### src/rtl/div_32_bit_seq_pkg.sv
// Shared constants, state encoding and helpers for the sequential signed divider.
// The result layout matches the Booth multiplier's HI/LO register pair.
package div_32_bit_seq_pkg;

    localparam int WORD_W = 32;
    localparam int ITER   = 32;
    localparam int CNT_W  = 5;

    localparam logic [CNT_W-1:0] LAST_ITER = CNT_W'(ITER - 1);

    localparam logic [WORD_W-1:0] DIVZ_QUOTIENT = 32'hFFFF_FFFF;

    localparam int HI_MSB = 63;
    localparam int HI_LSB = 32;
    localparam int LO_MSB = 31;
    localparam int LO_LSB = 0;

    typedef enum logic [2:0] {
        ST_IDLE = 3'd0,
        ST_CALC = 3'd1,
        ST_FIX  = 3'd2,
        ST_DIVZ = 3'd3,
        ST_DONE = 3'd4
    } state_t;

    // Unsigned magnitude; -2^31 maps to 0x8000_0000 without overflow.
    function automatic logic [WORD_W-1:0] magnitude(input logic [WORD_W-1:0] v);
        return v[WORD_W-1] ? (~v + WORD_W'(1)) : v;
    endfunction

endpackage

### src/rtl/div_32_bit_seq_sub_33_bit.sv
// Combinational 33-bit trial subtractor: low 32 bits of a-b plus the sign of the result.
module sub_33_bit (
    input  logic [32:0] a,
    input  logic [32:0] b,
    output logic [31:0] diff,
    output logic        neg
);

    logic [32:0] full;

    assign full = a - b;
    assign diff = full[31:0];
    assign neg  = full[32];

endmodule

### src/rtl/div_32_bit_seq.sv
// Sequential signed 32-bit restoring divider; result is {remainder, quotient}.
// Division runs on magnitudes over 32 iterations, then signs are applied in FIX.
module div_32_bit_seq
    import div_32_bit_seq_pkg::*;
#(
    parameter int WIDTH = WORD_W
) (
    input  logic               clk,
    input  logic               rst_n,
    input  logic               start,
    input  logic [WIDTH-1:0]   x,
    input  logic [WIDTH-1:0]   y,
    output logic               busy,
    output logic               done,
    output logic               div_by_zero,
    output logic [2*WIDTH-1:0] rslt
);

    state_t state_reg, state_next;

    logic [CNT_W-1:0]  cnt_reg;
    logic [WORD_W-1:0] rem_reg;
    logic [WORD_W-1:0] quo_reg;
    logic [WORD_W-1:0] div_mag_reg;
    logic [WORD_W-1:0] dividend_reg;
    logic              neg_q_reg;
    logic              neg_r_reg;
    logic              busy_reg;
    logic              done_reg;
    logic              dbz_reg;
    logic [2*WIDTH-1:0] rslt_reg;

    logic [32:0]       trial_a;
    logic [32:0]       trial_b;
    logic [WORD_W-1:0] trial_diff;
    logic              trial_neg;
    logic [WORD_W-1:0] q_fix;
    logic [WORD_W-1:0] r_fix;

    // Partial remainder shifted left with the next dividend bit from the top of Q.
    assign trial_a = {rem_reg, quo_reg[WORD_W-1]};
    assign trial_b = {1'b0, div_mag_reg};

    sub_33_bit u_sub (
        .a    (trial_a),
        .b    (trial_b),
        .diff (trial_diff),
        .neg  (trial_neg)
    );

    assign q_fix = neg_q_reg ? (~quo_reg + WORD_W'(1)) : quo_reg;
    assign r_fix = neg_r_reg ? (~rem_reg + WORD_W'(1)) : rem_reg;

    always_comb begin
        state_next = state_reg;
        case (state_reg)
            ST_IDLE: begin
                if (start) begin
                    state_next = (y == '0) ? ST_DIVZ : ST_CALC;
                end
            end
            ST_CALC: begin
                if (cnt_reg == '0) begin
                    state_next = ST_FIX;
                end
            end
            ST_FIX:  state_next = ST_DONE;
            ST_DIVZ: state_next = ST_DONE;
            ST_DONE: state_next = ST_IDLE;
            default: state_next = ST_IDLE;
        endcase
    end

    always_ff @(posedge clk or negedge rst_n) begin
        if (!rst_n) begin
            state_reg    <= ST_IDLE;
            cnt_reg      <= '0;
            rem_reg      <= '0;
            quo_reg      <= '0;
            div_mag_reg  <= '0;
            dividend_reg <= '0;
            neg_q_reg    <= 1'b0;
            neg_r_reg    <= 1'b0;
            busy_reg     <= 1'b0;
            done_reg     <= 1'b0;
            dbz_reg      <= 1'b0;
            rslt_reg     <= '0;
        end else begin
            state_reg <= state_next;
            // done trails the DONE state by one cycle so it coincides with busy falling.
            done_reg  <= (state_reg == ST_DONE);
            case (state_reg)
                ST_IDLE: begin
                    if (start) begin
                        dividend_reg <= x;
                        rem_reg      <= '0;
                        quo_reg      <= magnitude(x);
                        div_mag_reg  <= magnitude(y);
                        neg_q_reg    <= x[WORD_W-1] ^ y[WORD_W-1];
                        neg_r_reg    <= x[WORD_W-1];
                        cnt_reg      <= LAST_ITER;
                        busy_reg     <= 1'b1;
                        dbz_reg      <= 1'b0;
                    end
                end
                ST_CALC: begin
                    rem_reg <= trial_neg ? trial_a[WORD_W-1:0] : trial_diff;
                    quo_reg <= {quo_reg[WORD_W-2:0], ~trial_neg};
                    cnt_reg <= cnt_reg - CNT_W'(1);
                end
                ST_FIX: begin
                    rslt_reg[HI_MSB:HI_LSB] <= r_fix;
                    rslt_reg[LO_MSB:LO_LSB] <= q_fix;
                end
                ST_DIVZ: begin
                    rslt_reg[HI_MSB:HI_LSB] <= dividend_reg;
                    rslt_reg[LO_MSB:LO_LSB] <= DIVZ_QUOTIENT;
                    dbz_reg                 <= 1'b1;
                end
                ST_DONE: begin
                    busy_reg <= 1'b0;
                end
                default: begin
                    busy_reg <= 1'b0;
                end
            endcase
        end
    end

    assign busy        = busy_reg;
    assign done        = done_reg;
    assign div_by_zero = dbz_reg;
    assign rslt        = rslt_reg;

endmodule

### config.mk
export PLATFORM = sky130hd
export DESIGN_NAME = div_32_bit_seq
export DESIGN_NICKNAME = d
export VERILOG_FILES = /design/src/rtl/div_32_bit_seq_pkg.sv /design/src/rtl/div_32_bit_seq_sub_33_bit.sv /design/src/rtl/div_32_bit_seq.sv
export SDC_FILE = /design/constraint.sdc
export NUM_CORES = 1
export LEC_CHECK = 0
export CORE_MARGIN = 5
export CORE_UTILIZATION = 53
export CTS_CLUSTER_DIAMETER = 60
export DETAILED_ROUTE_END_ITERATION = 7
export PLACE_DENSITY = 0.8
export SYNTH_ARGS = -nofsm -noshare
export SYNTH_HDL_FRONTEND = slang
export SYNTH_SLANG_ARGS = --single-unit
### constraint.sdc
create_clock -name clk -period 3.6 [get_ports clk]
set_input_delay 0.36 -clock clk [delete_from_list [all_inputs] [get_ports clk]]
set_output_delay 0.36 -clock clk [all_outputs]
set_load 0.05 [all_outputs]
Word level (Yosys, flattened, before mapping)
Cells that the tools add are included.
{"block": "op_classes", "n_addsub": 6, "n_bitwise": 7, "n_mux": 20, "eq_ne": 6, "reduce_logical": 13}
{"op": "32-bit 2-to-1 mux", "count": 7}
{"op": "32-bit by 1-bit adder with 32-bit output (second input constant)", "count": 4}
{"op": "32-bit inverter", "count": 4}
{"op": "32-bit one-hot mux with 2 select lines", "count": 2}
{"op": "64-bit one-hot mux with 2 select lines", "count": 1}
{"op": "33-bit by 32-bit subtractor with 33-bit output", "count": 1}
{"op": "32-bit logical NOT", "count": 1}
{"op": "5-bit one-hot mux with 2 select lines", "count": 1}
{"op": "2-bit AND reduction", "count": 5}
{"op": "3-bit one-hot mux with 3 select lines", "count": 1}
{"op": "3-bit by 2-bit equality test with 1-bit output (second input constant)", "count": 2}
{"op": "3-bit 2-to-1 mux", "count": 2}
{"op": "2-bit nonzero test", "count": 3}
{"op": "5-bit logical NOT", "count": 1}
{"op": "5-bit 2-to-1 mux", "count": 1}
{"op": "5-bit by 1-bit subtractor with 5-bit output (second input constant)", "count": 1}
{"op": "2-bit != test (second input constant)", "count": 2}
{"op": "1-bit one-hot mux with 2 select lines", "count": 2}
{"op": "3-bit by 1-bit equality test with 1-bit output (second input constant)", "count": 1}
{"op": "3-bit equality test (second input constant)", "count": 1}
{"op": "3-bit logical NOT", "count": 1}
{"op": "3-bit OR reduction", "count": 1}
{"op": "1-bit 2-to-1 mux", "count": 2}
{"op": "2-bit 2-to-1 mux", "count": 1}
{"op": "3 further kinds", "count": 4}
{"block": "word_totals", "in_bits": 67, "ff_bits": 205, "elab_cells": 64}

Depth between registers and ports, before layout
Gate-level depths: netlist of run 1.
{"block": "logic_depth", "word_depth": 5, "ltp_mapped": 13, "ltp_nobuf": 12}

Modules after synthesis
Synthesis of run 1 repeated with hierarchy kept, for this count alone.
{"block": "hier_totals", "cells_unflattened": 1523, "area_unflattened_um2": 12998.7}
{"module": "div_32_bit_seq", "seq_area_each_um2": 5104.9, "area_per_inst_um2": 10960.5, "cells_each": 1215, "instances": 1}
{"module": "sub_33_bit", "seq_area_each_um2": 0.0, "area_per_inst_um2": 2038.2, "cells_each": 308, "instances": 1}

Worst setup path after synthesis of run 1
Ideal clock, no wire load.
{"block": "synth_timing", "kind": "register -> register", "start": "register quo_reg[31]", "end": "register rem_reg[20]", "path_stages_with_launch": 14, "setup_time_ns": 0.134, "setup_slack_ns": 0.571, "arrival_ns": 2.895, "required_ns": 3.466, "path_cell_list": "dfrtp_1 inv_1 ha_1 fa_1 nand2b_1 a21oi_1 o21ai_0 nand4_1 nand2_1 o21ai_1 xor2_2 buf_2 mux2i_1 o21ai_0"}
{"block": "synth_via", "elab_chain_cells": 3}
{"item": "start: declaration", "line": "div_32_bit_seq.sv:23", "rtl": "logic [WORD_W-1:0] quo_reg;"}
{"item": "start signal: assignment", "line": "div_32_bit_seq.sv:97", "rtl": "quo_reg <= magnitude(x);"}
{"item": "start signal: assignment", "line": "div_32_bit_seq.sv:108", "rtl": "quo_reg <= {quo_reg[WORD_W-2:0], ~trial_neg};"}
{"item": "33-bit by 32-bit subtractor with 33-bit output", "line": "div_32_bit_seq_sub_33_bit.sv:11", "rtl": "assign full = a - b;"}
{"item": "32-bit 2-to-1 mux", "line": "div_32_bit_seq.sv:107", "rtl": "rem_reg <= trial_neg ? trial_a[WORD_W-1:0] : trial_diff;"}
{"item": "32-bit one-hot mux with 2 select lines", "line": "div_32_bit_seq.sv:92", "rtl": "case (state_reg)"}
{"item": "end signal: assignment", "line": "div_32_bit_seq.sv:107"}
{"item": "end: declaration", "line": "div_32_bit_seq.sv:22", "rtl": "logic [WORD_W-1:0] rem_reg;"}
Every way passes these cells.
A chain may end at the register's enable or synchronous reset.

Worst setup path after layout of run 1
{"block": "layout_timing", "start": "register quo_reg[31]", "end": "register rem_reg[13]"}
Same word-level chain as after synthesis.

==> results.ini, run 1 <==
[clock_tree]
ctsResizeCount=0
postCtsSetupRepairBufs=0
cts_root_buf=clkbuf_16
cts_tree=built
clock_path_buffers=3
path_clk_slew_ps=60
cts_made_buffers=24
clock_latency_ps=520
clock-sinks=204
h-tree-depth=1
ctsHoldBuffers=1

[floorplanning]
num_rows=56
die_y_um=164
start_util_pct=53.5
fp.dieArea_um2=26800
die_x_um=164
io_pins=134
core_area_um2=23400

[drt]
antenna_left=0
drc=0
finalWirelength_mm=31.0
wl_per_cell_um=16.4
vias=10800
drtPass1Iterations=6
drtIter0Drc=781
viasPerCell=5.72

[critical_path]
end_kind=register
worstReg2RegStart=quo_reg[31]
setup.worst_path.class=reg -> reg
critical_path.startpoint_type=register
r2r_cells=13
crit_path_max_incr_delay_ps=380
worstPathArrival_ps=3700
crit_path_top_delay_cell=fa_1
timing.rr.end=rem_reg[13]
cpMostUsedCell=o21ai_0
cp_cell_sequence=inv_1 > ha_1 > fa_1 > nand2b_1 > a21oi_1 > o21ai_0 > nand4_1 > nand2_1 > o21ai_1 > xor2_4 > buf_12 > mux2i_1 > o21ai_0
r2r_slack_ps=290
cp.required_ps=3980
cp-endpoint=rem_reg[13]
cp_max_fo=33
crit_start=quo_reg[31]

[timing]
hold_viol=0
setup-tns-final_ps=0
finClkSkew_ps=14.7
min_period_over_period_pct=92.0
setup_viol=0
period_needed_ps=3310
rsz0062_at_grt=false
slew_violations=0
tightest_slew_ps=1130
setup_ws_ps=288
fmax_ghz=0.302
relSlewSlack_pct=24.9

[synth]
synth_simple_gate_area_share_pct=17.4
synth_mux_area_share_pct=3.12
synth_top_family_by_area=compound AO/OA/AOI/OAI gates
synth.distinct_cells=71
syn-num-nets=1553
yosysTopAreaCell=dfrtp_1
synth_edf_count=0
async_flop_share_pct=100
synth-seq-cells=204
ys_seq_area_share_pct=40.7
yosys_most_used_dff=dfrtp_1
netlist_area_um2=12500
syn_area_per_cell_um2=8.66
synth_compound_area_share_pct=20.9
synth-xor-area-share_pct=10.1
synthAdderAreaFrac_pct=3.95
netlist_instances=1447
yosys_warnings=0
netlist_top_cells_area=dfrtp_1 41%, nand2_1 8.0%, o21ai_0 6.7%
synth_top_area_share_pct=40.7

[final_layout]
nets=1661
largest_reg_flops=64
diodes=0
drive_above_1_share_pct=5.66
fillCellCount=2021
area_delta_synth_final_pct=19.6

[pwr]
finalPower_mw=16.6
leakage_nw=6.59
power.density_nw_per_um2=1110
peakVddDrop_v=0.000607

[global_routing]
grt_pass1_vias=10200
overflow=0
grt_first_pass_wirelength_mm=50.9
antenna_found_initial=0
grt_max_degree=123
grt_usage_pct=22.7

[placement]
place_congestion=0.865
dp_hpwl_mm=22.4
pre_cts_ws_ps=71.8
port_buffers=133

[min_path]
hp-class=reg -> reg

[run]
drv_cap=0

[run_status]
status=finished clean

[per-stage QoR]
| step | hold WS, ps | cell area (um^2) | cells | util (%) |
|---|---|---|---|---|
| finish | 475 | 15000 | 1891 | 64.0 |
| detailed placement | 464 | 14200 | 1847 | 60.8 |
| CTS | 471 | 15000 | 1891 | 64.0 |
| global placement | 459 | 14200 | 1847 | 60.8 |
| floorplan | 64.4 | 12500 | 1447 | - |
| global route | 495 | 15000 | 1891 | 64.0 |
[layout make-up]
cell class	instances	area, um^2	share of cell area, %
multi-input cells	1116	6980	46.6
flip-flops and latches	204	5110	34.1
repair buffers	158	1560	10.4
clock buffers	31	668	4.46
well taps	319	399	2.66
inverters	51	191	1.28
clock inverters	12	77.6	0.518
[metal layers]
metal | vias to the layer above | GRT usage (%) | wire length [um]
met3 | 46 | 2.43 | 1750
met4 | 0 | 5.11 | 582
met5 | - | 0 | 0
li1 | 5323 | - | -
met1 | 5158 | 32.3 | 14100
met2 | 286 | 37.9 | 14600
[cell usage in the layout (no fill, tap or decap), types with 15 or more instances in the layout]
cell type        instances
o41ai_1                 17
o31ai_1                 26
ha_1                    38
o21ai_0                168
nand3_1                 15
mux2i_1                 39
or4_1                   17
xnor2_1                 51
inv_1                   50
dfrtp_1                203
nor2_1                  76
buf_4                   21
a22oi_1                 33
clkdlybuf4s50_1        132
a21oi_1                 93
clkbuf_16               25
xor2_1                  92
nand2_1                267
[logic make-up after synthesis]
family | after synthesis
muxes | 39
xor gates and xnor gates | 144
adders and majority gates | 39
DFF | 204
AOI/OAI and AO/OA | 423
buffers and inverters | 127
and+or+nand+nor | 471
[report_power, final]
part	total, mW	switching, mW	internal, mW	leakage (nW)
registers	4.59	1.17	3.42	2.57
clock network	2.26	0.950	1.31	0.372
logic	9.70	5.68	4.02	3.65
total	16.6	7.80	8.76	6.59
[worst min-delay path by stage]
| stage | startpoint | cells past startpoint | end |
|---|---|---|---|
| 4_1_cts | x[9] | 3 | dividend_reg[9] |
| 6_report | div_mag_reg[26] | 2 | div_mag_reg[26] |
| 2_1_floorplan | rst_n | 0 | busy |
| 3_3_place_gp | dividend_reg[29] | 2 | dividend_reg[29] |
| 3_5_place_dp | dividend_reg[23] | 2 | dividend_reg[23] |
| 5_1_grt | x[9] | 3 | dividend_reg[9] |
[worst max-delay path, delay by kind of cell (launching register included)]
| kind | cells | cell delay (ps) |
|---|---|---|
| and+or+nand+nor | 3 | 450 |
| adders and majority gates | 2 | 610 |
| muxes | 1 | 220 |
| AOI/OAI and AO/OA | 4 | 960 |
| DFF | 1 | 350 |
| buffers and inverters | 2 | 330 |
| xor gates and xnor gates | 1 | 240 |
[cell usage after synthesis, drive strengths merged, types with 4 or more instances]
cell type,n
or4,22
and2,5
nor3,15
nand4,6
mux2i,39
buf,12
o31ai,28
a31oi,7
o21a,8
a211oi,5
o21ai,176
a21o,9
and3,6
o211ai,9
nor2,77
a21oi,93
xnor2,51
a22oi,33
nand2b,14
a2bb2oi,4
o22a,4
nand3b,4
ha,38
nor2b,8
dfrtp,204
nand3,16
or3,10
nor4,8
nand2,267
o41ai,19
inv,51
clkbuf,64
xor2,93
Power figures use the tool's default switching activity.
==> inputs of run 2 (changes only) <==
SETUP_SLACK_MARGIN = 0.1   (was default)
clock period = 3.1 ns   (was 3.6 ns; I/O delays follow)
==> results.ini, run 2 (synthesized netlist as in run 1, its figures left out) <==
[run]
drv_cap=0

[final_layout]
area_delta_synth_final_pct=24.9
drive_above_1_share_pct=10.8
final_common_cell=nand2_1
final_util_pct=66.8
nets=1734
fillCellCount=1933
finalInstanceArea_um2=15600
diodes=0
largest_reg_flops=64
layout_common_cells=267 x nand2_1, 203 x dfrtp_1, 167 x o21ai_0

[drt]
antenna_left=0
drtPass1Iterations=5
drc=0
viasPerCell=5.78
finalWirelength_mm=32.3
vias=11300
wl_per_cell_um=16.5
drtIter0Drc=966

[pwr]
power.density_nw_per_um2=1310
peakVddDrop_v=0.000559
p_clk_share_pct=12.2
p_int_mw=11.0
leakage_nw=6.94
netSwitchingPower_mw=9.50
seqPwrFrac_pct=25.3
p_sw_share_pct=46.3
p_comb_share_pct=62.5

[clock_tree]
clock_latency_ps=520
clock-sinks=204
clock_path_buffers=3
h-tree-depth=1
cts_root_buf=clkbuf_16
path_clk_slew_ps=60
cts_tree=built
cts_made_buffers=23

[placement]
dp_hpwl_mm=24.0
place_congestion=0.912
port_buffers=133
postPlaceCellArea_um2=14800

[floorplanning]
die_y_um=164
fp.dieArea_um2=26800
start_util_pct=53.5
core_area_um2=23400
num_rows=56
die_x_um=164
io_pins=134

[critical_path]
setup.worst_path.class=reg -> reg
worstPathArrival_ps=3420
cp_max_fo=3
end_kind=register
worstReg2RegStart=rem_reg[1]
crit_start=rem_reg[1]
critical_path.startpoint_type=register
cp.required_ps=3540

[timing]
fmax_ghz=0.336
setup_viol=0
hold_viol=0
slew_violations=0
rsz0062_at_grt=true
relSlewSlack_pct=52.0
setup-tns-final_ps=0
finClkSkew_ps=10.3
period_needed_ps=2970
min_period_over_period_pct=96.0
tightest_slew_ps=720

[global_routing]
grt_first_pass_wirelength_mm=52.7
antenna_found_initial=1
grt_pass1_vias=10700
overflow=0
grt_usage_pct=23.5
grt_max_degree=92

[run_status]
status=finished clean

[min_path]
hp-class=in -> async

## run 2: what timing repair did
action / in CTS / in global routing
gates resized for setup: 8 / 25
endpoints found under the setup margin: 29 / 40
hold buffers: 1 / 0
gates cloned: 0 / 1
pin swaps: 2 / 5
endpoints found under the hold margin: 88 / 0
buffers inserted: 0 / 3
## run 2: worst max-delay path, stage by stage, from the launching register on
cell      delay (ps)
dfrtp_1          390
inv_2             60
ha_2             170
or3b_4           390
nand4b_4         200
or3_4            350
or3_4            350
or4_4            460
o31ai_4          190
xnor2_1          130
mux2i_1           80
o21ai_1          140
## run 2: power by group through the flow
| stage | Clock [mW] | Sequential, mW | Combinational, mW |
|---|---|---|---|
| after global routing | 2.64 | 5.35 | 14.0 |
| after detailed placement | 0 | 5.16 | 12.2 |
| after floorplan | 0 | 6.22 | 7.26 |
| after global placement | 0 | 5.10 | 11.9 |
| final | 2.50 | 5.19 | 12.8 |
| after CTS | 2.54 | 5.14 | 12.3 |
## run 2: path summary, 6_finish.rpt
kind                                     to  slack, ps  cells past startpoint
setup / recovery                   rslt[60]        130                     11
hold / removal                     rslt[26]        430                      2
setup reg to reg                   rslt[60]        130                     11
hold reg to reg                    rslt[32]        470                      2
max in group asynchronous          rslt[32]       1830                      3
min in group clk           dividend_reg[30]        430                      3
## run 2: through the flow
step	hold slack, ps	power, mW	std cells	setup WS [ps]
3_5_place_dp	420	17.4	1917	-181
5_1_grt	428	22.0	1956	38.2
2_1_floorplan	14.4	13.5	1447	71.2
4_1_cts	407	20.0	1952	110
3_3_place_gp	419	17.0	1917	-167
6_report	434	20.5	1956	125
## run 2: area by class of cell
cell class | count | area (um^2) | area share (%)
inverter | 51 | 191 | 1.22
multi-input combinational | 1116 | 7110 | 45.4
timing repair buffer | 232 | 2160 | 13.8
tap | 319 | 399 | 2.55
clock inverter | 2 | 25.0 | 0.160
sequential | 204 | 5110 | 32.6
clock buffer | 32 | 649 | 4.15
## run 2: per-layer routing
metal | up-vias | track usage [%] | wire (um)
met3 | 68 | 2.76 | 1890
li1 | 5459 | - | -
met2 | 371 | 39.0 | 15300
met5 | - | 0 | 13
met1 | 5401 | 32.8 | 14100
met4 | 2 | 6.67 | 940
==> inputs of run 3 (changes only) <==
CAP_MARGIN = 40   (was default)
clock period = 3.65 ns   (was 3.1 ns; I/O delays follow)
==> results.ini, run 3 (synthesized netlist as in run 1, its figures left out) <==
[run_status]
status=finished clean

[final_layout]
register_area_um2=5110
largest_reg_flops=64
final_cells=1896
area_delta_synth_final_pct=20.7
layout_common_cells=267 x nand2_1, 203 x dfrtp_1, 168 x o21ai_0
fillCellCount=1971
final_common_cell=nand2_1
finalInstanceArea_um2=15100
diodes=0
drive_above_1_share_pct=5.90
nets=1667
multiInputGateArea_um2=6980

[clock_tree]
clock_path_buffers=3
clock_latency_ps=510
ctsResizeCount=0
path_clk_slew_ps=60
cts_made_buffers=23
clock-sinks=204
cts_root_buf=clkbuf_16
cts_tree=built
h-tree-depth=1

[min_path]
hp-class=in -> async

[critical_path]
end_kind=register
setup.worst_path.class=reg -> reg
worstPathArrival_ps=3740
crit_family=simple AND/OR/NAND/NOR gates
r2r_cells=11
cpMostUsedCell=or3_1
crit_buf_inv=1
timing.rr.end=rslt[60]
cp_max_fo=4
cp.required_ps=4090
crit_path_max_incr_delay_ps=520
critical_path.startpoint_type=register
cp_cell_sequence=inv_1 > ha_1 > or3b_1 > nand4b_4 > or3_1 > or3_1 > or4_4 > o31ai_2 > xnor2_1 > mux2i_1 > o21ai_1
worstReg2RegStart=rem_reg[0]
crit_path_top_delay_cell=or4_4
r2r_slack_ps=350

[timing]
rsz0062_at_grt=false
tightest_slew_ps=824
min_period_over_period_pct=90.4
finClkSkew_ps=8.63
period_needed_ps=3300
relSlewSlack_pct=44.9
holdWs_ps=233
setup-tns-final_ps=0
hold_viol=0
fmax_ghz=0.303
slew_violations=0
setup_viol=0

[drt]
wl_met1_mm=14.0
drtPass1Iterations=5
wl_per_cell_um=16.5
dr_wl_met3_mm=2.03
antenna_left=0
drc=0
met2_length_mm=14.6
routed.top_layer=met4
drtIter0Drc=791
viasPerCell=5.75
finalWirelength_mm=31.3
vias=10900

[pwr]
p_int_mw=8.87
power.density_nw_per_um2=1100
seqPwrFrac_pct=27.1
leakage_nw=6.65
p_comb_share_pct=58.5
peakVddDrop_v=0.000424
netSwitchingPower_mw=7.71
p_clk_share_pct=14.4
p_sw_share_pct=46.5

[global_routing]
grt_first_pass_wirelength_mm=51.9
grt_pass1_vias=10300
grt_usage_pct=23.3
grt_max_degree=108
overflow=0
antenna_found_initial=0

[placement]
place_congestion=0.889
postPlaceCellArea_um2=14300
port_buffers=133
placed_cells=1854
dp_hpwl_mm=23.1

[floorplanning]
fp.dieArea_um2=26800
start_util_pct=53.5
die_x_um=164
core_area_um2=23400
io_pins=134
die_y_um=164
num_rows=56

[run]
drv_cap=0

## run 3: cell types whose count changed in the layout (fill, tap and decap cells not counted), sizes merged
cell and change:
clkinv +3, clkinvlp +1, clkbuf -1, bufinv +3
buf -66
## run 3: metal layers
layer,GRT usage [%],vias to the layer above
met3,3.24,47
met5,0,-
li1,-,5340
met4,5.57,0
met1,33.1,5169
met2,38.0,352
## run 3: how the worst max path moves through the flow
stage                           start      endpoint  slack (ps)  cells after the start
final                      rem_reg[0]      rslt[60]         350                     11
after global routing      quo_reg[31]   rem_reg[25]         120                     13
after CTS                  rem_reg[0]      rslt[60]         340                     11
after floorplan           quo_reg[31]   rem_reg[20]         620                     13
after global placement           y[7]  state_reg[1]         230                     10
after detailed placement         y[7]  state_reg[1]         100                     10
## run 3: power by group through the flow
| stage | clock (mW) | sequential [mW] | combinational [mW] |
|---|---|---|---|
| 2_1_floorplan | 0 | 5.28 | 6.16 |
| 3_3_place_gp | 0 | 4.47 | 9.31 |
| 3_5_place_dp | 0 | 4.49 | 9.63 |
| 4_1_cts | 2.43 | 4.47 | 9.69 |
| 5_1_grt | 2.51 | 4.66 | 10.7 |
| 6_report | 2.38 | 4.50 | 9.70 |
## run 3: stage by stage
stage / power [mW] / setup WS, ps / util [%]
floorplan: 11.4 / 621 / -
global placement: 13.8 / 229 / 60.8
detailed placement: 14.1 / 103 / 61.2
CTS: 16.6 / 337 / 64.6
global route: 17.9 / 122 / 64.6
finish: 16.6 / 352 / 64.6
## run 3: cell type report
| type | instances | area share (%) |
|---|---|---|
| Clock buffer | 32 | 4.29 |
| Clock inverter | 9 | 0.861 |
| Inverter | 51 | 1.27 |
| Multi-Input combinational cell | 1116 | 46.1 |
| Sequential cell | 204 | 33.8 |
| Tap cell | 319 | 2.64 |
| Timing Repair Buffer | 165 | 11.0 |
## run 3: what timing repair did
| item | CTS | global route |
|---|---|---|
| hold buffers | 1 | 0 |
| setup buffers | 0 | 0 |
| hold endpoints to repair | 155 | 0 |
| endpoints found under the setup margin | 0 | 0 |
